`src/rtl/wca_reg_arbiter.sv`:
```
// Two-requester round-robin arbiter in front of NREG 8-bit register cores.
// Each access walks IDLE -> ACCESS (one cycle) -> ACK (until the owner drops Req).
module wca_reg_arbiter #(
  parameter int NREG = 8
) (
  input  logic              i_clock,
  input  logic              i_aclr_n,
  input  logic              i_req_a,
  input  logic              i_wr_a,
  input  logic [2:0]        i_addr_a,
  input  logic [7:0]        i_data_a,
  output logic              o_ack_a,
  output logic [7:0]        o_rd_data_a,
  input  logic              i_req_b,
  input  logic              i_wr_b,
  input  logic [2:0]        i_addr_b,
  input  logic [7:0]        i_data_b,
  output logic              o_ack_b,
  output logic [7:0]        o_rd_data_b,
  output logic [NREG-1:0]   o_reg_en,
  output logic [7:0]        o_reg_data,
  input  logic [8*NREG-1:0] i_reg_q,
  output logic              o_busy,
  output logic              o_owner
);

  typedef enum logic [1:0] {ST_IDLE, ST_ACCESS, ST_ACK} state_t;

  state_t          r_state;
  logic            r_owner;
  logic            r_last_b;
  logic            r_wr;
  logic [2:0]      r_addr;
  logic [NREG-1:0] r_reg_en;
  logic [7:0]      r_reg_data;
  logic            r_ack_a;
  logic            r_ack_b;
  logic [7:0]      r_rd_a;
  logic [7:0]      r_rd_b;
  logic            r_busy;

  logic            w_grant_b;
  logic            w_wr;
  logic [2:0]      w_addr;
  logic [7:0]      w_data;
  logic            w_owner_req;
  logic [NREG-1:0] w_sel_en;
  logic [7:0]      w_q [NREG];
  logic [7:0]      w_rd_byte;

  // On a tie the requester that was not served last wins.
  assign w_grant_b   = i_req_b && (!i_req_a || !r_last_b);
  assign w_wr        = w_grant_b ? i_wr_b   : i_wr_a;
  assign w_addr      = w_grant_b ? i_addr_b : i_addr_a;
  assign w_data      = w_grant_b ? i_data_b : i_data_a;
  assign w_owner_req = r_owner ? i_req_b : i_req_a;

  // Addresses >= NREG match no enable bit and read back as zero.
  genvar gi;
  for (gi = 0; gi < NREG; gi++) begin : g_reg
    assign w_q[gi]      = i_reg_q[8*gi +: 8];
    assign w_sel_en[gi] = w_wr && (w_addr == 3'(gi));
  end

  always_comb begin
    w_rd_byte = 8'h00;
    for (int i = 0; i < NREG; i++) begin
      if (r_addr == 3'(i)) w_rd_byte = w_q[i];
    end
  end

  always_ff @(posedge i_clock or negedge i_aclr_n) begin
    if (!i_aclr_n) begin
      r_state    <= ST_IDLE;
      r_owner    <= 1'b0;
      r_last_b   <= 1'b1;
      r_wr       <= 1'b0;
      r_addr     <= 3'd0;
      r_reg_en   <= '0;
      r_reg_data <= 8'h00;
      r_ack_a    <= 1'b0;
      r_ack_b    <= 1'b0;
      r_rd_a     <= 8'h00;
      r_rd_b     <= 8'h00;
      r_busy     <= 1'b0;
    end else begin
      case (r_state)
        ST_IDLE: begin
          if (i_req_a || i_req_b) begin
            r_state  <= ST_ACCESS;
            r_busy   <= 1'b1;
            r_owner  <= w_grant_b;
            r_last_b <= w_grant_b;
            r_wr     <= w_wr;
            r_addr   <= w_addr;
            r_reg_en <= w_sel_en;
            if (w_wr) r_reg_data <= w_data;
          end
        end
        ST_ACCESS: begin
          r_state  <= ST_ACK;
          r_reg_en <= '0;
          if (r_owner) r_ack_b <= 1'b1;
          else         r_ack_a <= 1'b1;
          if (!r_wr) begin
            if (r_owner) r_rd_b <= w_rd_byte;
            else         r_rd_a <= w_rd_byte;
          end
        end
        ST_ACK: begin
          if (!w_owner_req) begin
            r_state <= ST_IDLE;
            r_ack_a <= 1'b0;
            r_ack_b <= 1'b0;
            r_busy  <= 1'b0;
          end
        end
        default: r_state <= ST_IDLE;
      endcase
    end
  end

  assign o_ack_a     = r_ack_a;
  assign o_ack_b     = r_ack_b;
  assign o_rd_data_a = r_rd_a;
  assign o_rd_data_b = r_rd_b;
  assign o_reg_en    = r_reg_en;
  assign o_reg_data  = r_reg_data;
  assign o_busy      = r_busy;
  assign o_owner     = r_owner;

endmodule

```
`config.mk`:
```
export PLATFORM = sky130hd
export DESIGN_NAME = wca_reg_arbiter
export DESIGN_NICKNAME = d
export VERILOG_FILES = /design/src/rtl/wca_reg_arbiter.sv
export SDC_FILE = /design/constraint.sdc
export NUM_CORES = 1
export LEC_CHECK = 0
export BUFFER_PORTS_ARGS = -buffer_cell sky130_fd_sc_hd__buf_2
export CAP_MARGIN = 20
export CELL_PAD_IN_SITES_DETAIL_PLACEMENT = 1
export CELL_PAD_IN_SITES_GLOBAL_PLACEMENT = 1
export CORE_MARGIN = 4
export CORE_UTILIZATION = 33
export DETAILED_ROUTE_END_ITERATION = 7
export PLACE_DENSITY_LB_ADDON = 0.1
export SKIP_CTS_REPAIR_TIMING = 1
export SLEW_MARGIN = 20
export SYNTH_ARGS = -nofsm -noshare
export SYNTH_HDL_FRONTEND = slang
export SYNTH_SLANG_ARGS = --single-unit
```
`constraint.sdc`:
```
create_clock -name i_clock -period 1.8 [get_ports i_clock]
set_clock_uncertainty 0.05 [all_clocks]
set_input_delay 0.09 -clock i_clock [delete_from_list [all_inputs] [get_ports i_clock]]
set_output_delay 0.09 -clock i_clock [all_outputs]
set_load 0.02 [all_outputs]
```
==> impl_summary.txt, run 1 <==
----------------------------------------------------
[Layout]
  Fill count ... about 880
  Number of antenna diodes ... 0
  Number of non-filler instances in the completed layout ... slightly below 500
  P&R area growth vs syn ... 38.2%
  Net count reported at finish ... between 400 and 500
  Fraction of layout instances using a drive strength above 1 ... between 40% and 50%

[Logic synthesis]
  Synth Cell Area ... about 0.0025 mm^2
  Sequential cell area fraction in the yosys report ... between 40% and 50%
  Post-Syn Area per Cell ... 10.2 um^2
  Cell types with the highest counts after synthesis ... dfrtp_1, mux2i_1, nand2_1, nor2_1
  Distinct cell type count of the synthesized netlist ... 37
  Area share of the leading cell type in the synthesized netlist ... roughly two fifths
  Yosys warnings ... 0
  Synthesized instance count ... ~250
  EDFF count, synth ... 0
  Leading cell types by total area after synthesis ... dfrtp_1, mux2i_1, mux2_4
  Ys flop type ... dfrtp_1
  Post-Synthesis Net Count ... between 300 and 400
  Most numerous cell in the Yosys netlist ... dfrtp_1
  Asr flop ratio synth ... 100%
  Number of synthesized register bits ... 43
  Leading area contributor after synthesis ... dfrtp_1

[Timing]
  Tmin final ... 1620 ps
  Final worst-path cycle share ... 90.3%
  Relative max-transition margin ... 66.9%
  Final slew viol count ... 0
  RSZ-0062 raised after global routing ... no
  Least-Margin Pin Slew ... roughly 500 ps
  Fin Setup TNS ... 0 ps
  Final Setup Violations ... 0
  Endpoints failing hold ... 0
  Maximum achievable frequency ... roughly 0.62 GHz

[Critical path]
  Cell count along the critical path ... 5
  Crit path kind ... reg2reg
  Highest fanout seen on the critical path ... 17
  Worst setup EP type ... register
  Cell with the largest stage delay on the worst path ... dfstp_2
  Endpoint required time on the critical path ... a little under 2000 ps
  Critical-path cell list ... a21boi_4, buf_4, mux2i_1, or2_1, a2bb2o_4
  Arrival time worst endpoint ... roughly 1800 ps
  Category of cells accounting for the largest share of critical-path delay ... flip-flops
  Worst path buffer plus inverter count ... 1
  Maximum cell stage delay along the critical path ... 390 ps
  Crit path launch type ... register
  Cells on worst reg2reg path ... 5

[Route]
  Final WL ... between 7000 and 8000 um
  Number of nets still failing antenna checks after routing ... 0
  First drt pass iteration count ... 4
  Average via count per standard cell ... 4.93
  Mean routed wirelength per cell ... between 15 and 20 um
  Via count ... between 2000 and 2500
  Post-detailed-route DRC marker count ... 0
  First DRT Iteration DRCs ... 38

[Die]
  Area enclosed by the die boundary ... 0.00916 mm^2
  Core footprint ... 0.00737 mm^2
  Number of placed I/O pins ... about 130
  Starting utilization of the core area ... about 34%
  Die height ... about 96 um
  Core Rows ... 31
  Horizontal extent of the die ... ~96 um

[Pwr]
  VDD IR-drop max ... about 0.58 mV
  Tot Pwr ... between 5 and 6 mW
  Leakage component of the power ... approximately 1.7 nW
  P per Cell Area ... between 1500 and 2000 mW/mm^2

[Clock network]
  Buffer cell driving the clock tree root ... clkbuf_8
  CTS clock-pin slew for the worst setup and hold paths ... 90 ps
  Sink count of the clock tree ... 43
  Buffer levels on the longest clock path ... 2
  Count of H-tree levels built during CTS ... 2
  Clk Latency, worst-skew pair ... just under 300 ps
  Clock buffers created by TritonCTS ... 5
  CTS tree ... done

[Run]
  Max Cap Violations ... 0

[Placement]
  Final weighted congestion of routability-driven global placement ... 0.768
  DP Wirelength ... ~6200 um
  Number of placed instances with taps included ... between 400 and 500
  Number of buffers added on ports ... around 130

[Global routing]
  Overall global routing resource usage ... between 10% and 20%
  Maximum number of pins on one net before global-route repair ... 43
  Residual overflow from global routing ... 0
  Vias in the first global route ... around 2500
  Wire length of the first global-routing pass ... 12000 um
  Antenna violations before repair ... 0

[Status]
  Result of the run ... finished clean

[Min path]
  Worst hold stages ... 3
  Type of the most critical hold path ... in2reg

----------------------------------------------------
==> worst paths after layout <==
check	from	slack (ps)	endpoint
hold / removal	i_reg_q[60]	20	o_rd_data_a[4]
setup reg to reg	r_last_b	180	o_reg_en[6]
min in group asynchronous	i_aclr_n	250	o_rd_data_b[4]
max in group asynchronous	i_aclr_n	810	r_last_b
hold reg to reg	o_reg_en[3]	440	o_reg_en[3]
setup / recovery	r_last_b	180	o_reg_en[6]
==> flip-flops by register name (all words and copies together), names as in the netlist <==
name,count
o_ack_a,1
o_ack_b,1
o_busy,1
o_owner,1
o_rd_data_a,8
o_rd_data_b,8
o_reg_data,8
o_reg_en,8
r_addr,3
r_last_b,1
r_state,2
r_wr,1
==> cells by family (layout without fill, tap and decap cells) <==
family	Yosys count	after routing	synth area share, %
AO/OA/AOI/OAI	53	53	15.4
buffers and inverters	20	158	4.09
flip-flops	43	43	42.4
multiplexers	47	47	20.6
AND/OR/NAND/NOR	86	86	17.5
==> metrics by stage <==
step	utilization, %	setup slack (ps)	hold slack [ps]	instance area (um^2)
final	47.6	175	19.2	3510
after global routing	47.6	74.1	7.24	3510
after CTS	47.4	-3.71	-285	3490
after detailed placement	45.6	7.58	38.4	3360
after global placement	45.6	60.1	40.2	3360
after floorplan	-	205	-256	2540
==> where the power goes <==
part / internal [mW] / switching [mW]
clock network: 0.555 / 0.342
registers: 1.39 / 0.303
logic: 1.37 / 1.76
total: 3.31 / 2.40
==> routing by layer <==
metal | GRT usage, % | share of wire [%] | up-vias
li1 | - | - | 1177
met1 | 21.6 | 44 | 1139
met2 | 28.3 | 48 | 76
met3 | 4.85 | 7.2 | 2
met4 | 3.55 | 0.50 | 0
met5 | 0 | 0 | -
==> cell usage in the layout (no fill, tap or decap), types with 3 or more instances in the layout <==
cell type    n
a21oi_1      5
nand3_1      8
a31oi_1     16
dfrtp_1     42
nand3b_1    16
mux2_4       8
buf_4       18
clkbuf_8     5
nand2b_1     3
nand2_1     26
buf_2      127
mux2_1       8
o21ai_0      3
nor2_1      25
o211ai_1    16
o2bb2ai_1    7
mux2i_1     29
==> worst reg2reg max path, stage by stage (launching register included) <==
cell and delay, ps:
dfstp_2 390, a21boi_4 140, buf_4 260, mux2i_1 280, or2_1 190, a2bb2o_4 220
==> cell type report <==
cell class	count	area [um^2]	area share [%]
Clock buffer	6	72.6	2.07
Clock inverter	2	60.1	1.71
Inverter	3	11.3	0.321
Multi-Input combinational cell	186	1360	38.9
Sequential cell	43	1080	30.7
Tap cell	99	124	3.53
Timing Repair Buffer	147	801	22.8
Power figures use the tool's default switching activity.
==> run 2: changes to the inputs <==
Settings changed: RECOVER_POWER from default to 50.
==> run 2 against run 1 <==
Compared with the run above: critical endpoint unchanged; critical path depth unchanged; fmax about the same; core utilization decreased by 0.54 points; non-clock buffer count unchanged; combinational power decreased by 3%.
==> impl_summary.txt, run 2 (synthesized netlist as in run 1, its figures left out) <==
----------------------------------------------------
[Layout]
  Number of antenna diodes ... 0
  Fill count ... just under 900
  P&R area growth vs syn ... 36.6%
  Most common cell after layout, fill and taps aside ... buf_2
  Fraction of layout instances using a drive strength above 1 ... a little under two fifths
  Commonest cells after routing, fill and taps aside ... buf_2, dfrtp_1, clkbuf_1
  Number of non-filler instances in the completed layout ... between 400 and 500
  Net count reported at finish ... approximately 480

[Critical path]
  Cell count along the critical path ... 5
  Crit path kind ... reg2reg
  Highest fanout seen on the critical path ... 17
  Worst setup EP type ... register
  Category of cells accounting for the largest share of critical-path delay ... flip-flops
  Crit path launch type ... register
  Endpoint required time on the critical path ... 1940 ps
  Cells on worst reg2reg path ... 5
  Cell with the largest stage delay on the worst path ... dfstp_2
  Critical-path cell list ... a21boi_4, buf_4, mux2i_1, or2_1, a2bb2o_4
  Arrival time worst endpoint ... 1770 ps
  Worst path buffer plus inverter count ... 1
  Maximum cell stage delay along the critical path ... approximately 400 ps

[Timing]
  Final worst-path cycle share ... about 90%
  Endpoints failing hold ... 0
  Maximum achievable frequency ... slightly above 0.6 GHz
  Relative max-transition margin ... between 20% and 30%
  Final Setup Violations ... 0
  RSZ-0062 raised after global routing ... no
  Final slew viol count ... 0
  Tmin final ... between 1500 and 2000 ps
  Least-Margin Pin Slew ... ~1200 ps

[Die]
  Horizontal extent of the die ... 95.7 um
  Die height ... 95.7 um
  Area enclosed by the die boundary ... approximately 0.009 mm^2
  Core Rows ... 31
  Core footprint ... around 0.0074 mm^2
  Number of placed I/O pins ... roughly 130
  Starting utilization of the core area ... about a third

[Pwr]
  Tot Pwr ... around 5.6 mW
  VDD IR-drop max ... between 0.5 and 0.6 mV
  Leakage component of the power ... about 1.6 nW
  P per Cell Area ... ~1600 mW/mm^2

[Placement]
  Number of placed instances with taps included ... between 400 and 500
  Final weighted congestion of routability-driven global placement ... between 0.7 and 0.8
  DP Wirelength ... 6200 um
  Number of buffers added on ports ... 127

[Global routing]
  Fraction of met3 tracks used by global routing ... about 4.8%
  Maximum number of pins on one net before global-route repair ... 43
  GR Layer Usage met2 ... 28.3%
  Overall global routing resource usage ... roughly 17%
  Residual overflow from global routing ... 0
  Wire length of the first global-routing pass ... ~12000 um
  Met1 global-route usage ... between 20% and 30%
  GRT busiest layer ... met2
  Vias in the first global route ... 2530
  Antenna violations before repair ... 0

[Run]
  Max Cap Violations ... 0

[Min path]
  Type of the most critical hold path ... in2reg
  Worst hold stages ... 3

[Clock network]
  Sink count of the clock tree ... 43
  CTS clock-pin slew for the worst setup and hold paths ... approximately 90 ps
  Buffer cell driving the clock tree root ... clkbuf_8
  Clk Latency, worst-skew pair ... around 290 ps
  Buffer levels on the longest clock path ... 2
  Clock buffers created by TritonCTS ... 5
  CTS tree ... done
  Count of H-tree levels built during CTS ... 2

[Route]
  Final WL ... approximately 7600 um
  Post-detailed-route DRC marker count ... 0
  Average via count per standard cell ... a little under 5
  First DRT Iteration DRCs ... 38
  Number of nets still failing antenna checks after routing ... 0
  Via count ... roughly 2400
  First drt pass iteration count ... 4
  Mean routed wirelength per cell ... approximately 16 um

[Status]
  Result of the run ... finished clean

----------------------------------------------------
run 2: cell count changes in the layout (fill, tap and decap cells not counted), sizes merged:
cell,previous run,this run
clkbuf,6,38
buf,146,114
run 2: stage by stage:
stage	hold slack [ps]	util, %	setup TNS (ps)	setup WS, ps	instance area, um^2
6_report	19.1	47.1	0	177	3470
4_1_cts	-285	47.4	-3.90	-3.71	3490
5_1_grt	7.24	47.1	0	40.0	3470
3_5_place_dp	38.4	45.6	0	7.58	3360
3_3_place_gp	40.2	45.6	0	60.1	3360
2_1_floorplan	-256	-	0	205	2540
run 2: path summary, 6_finish.rpt:
kind | to | startpoint | slack (ps)
setup reg to reg | o_reg_en[6] | r_last_b | 180
hold / removal | o_rd_data_a[4] | i_reg_q[60] | 20
setup / recovery | o_reg_en[6] | r_last_b | 180
hold reg to reg | o_reg_en[1] | o_reg_en[1] | 450
min in group asynchronous | o_rd_data_b[4] | i_aclr_n | 520
max in group asynchronous | r_last_b | i_aclr_n | 300
run 2: metal layers:
layer	wire [um]	up-vias
met5	0	-
met3	545	2
li1	-	1177
met2	3660	78
met4	38	0
met1	3340	1136
run 2: power breakdown:
group	leakage (nW)	internal, mW	switching [mW]
registers	0.502	1.39	0.311
logic	1.08	1.29	1.76
clock network	0.0654	0.555	0.342
total	1.64	3.23	2.41
run 2: layout make-up:
| cell class | count | area [um^2] | share of cell area (%) |
|---|---|---|---|
| clock inverter | 2 | 60.1 | 1.73 |
| sequential | 43 | 1080 | 31.0 |
| timing repair buffer | 147 | 761 | 21.9 |
| clock buffer | 6 | 72.6 | 2.09 |
| tap | 99 | 124 | 3.57 |
| inverter | 3 | 11.3 | 0.325 |
| multi-input combinational | 186 | 1360 | 39.3 |
run 2: tightest hold or removal path: stages:
cell and delay (ps):
buf_2 90, nand2_1 70, a31oi_1 80
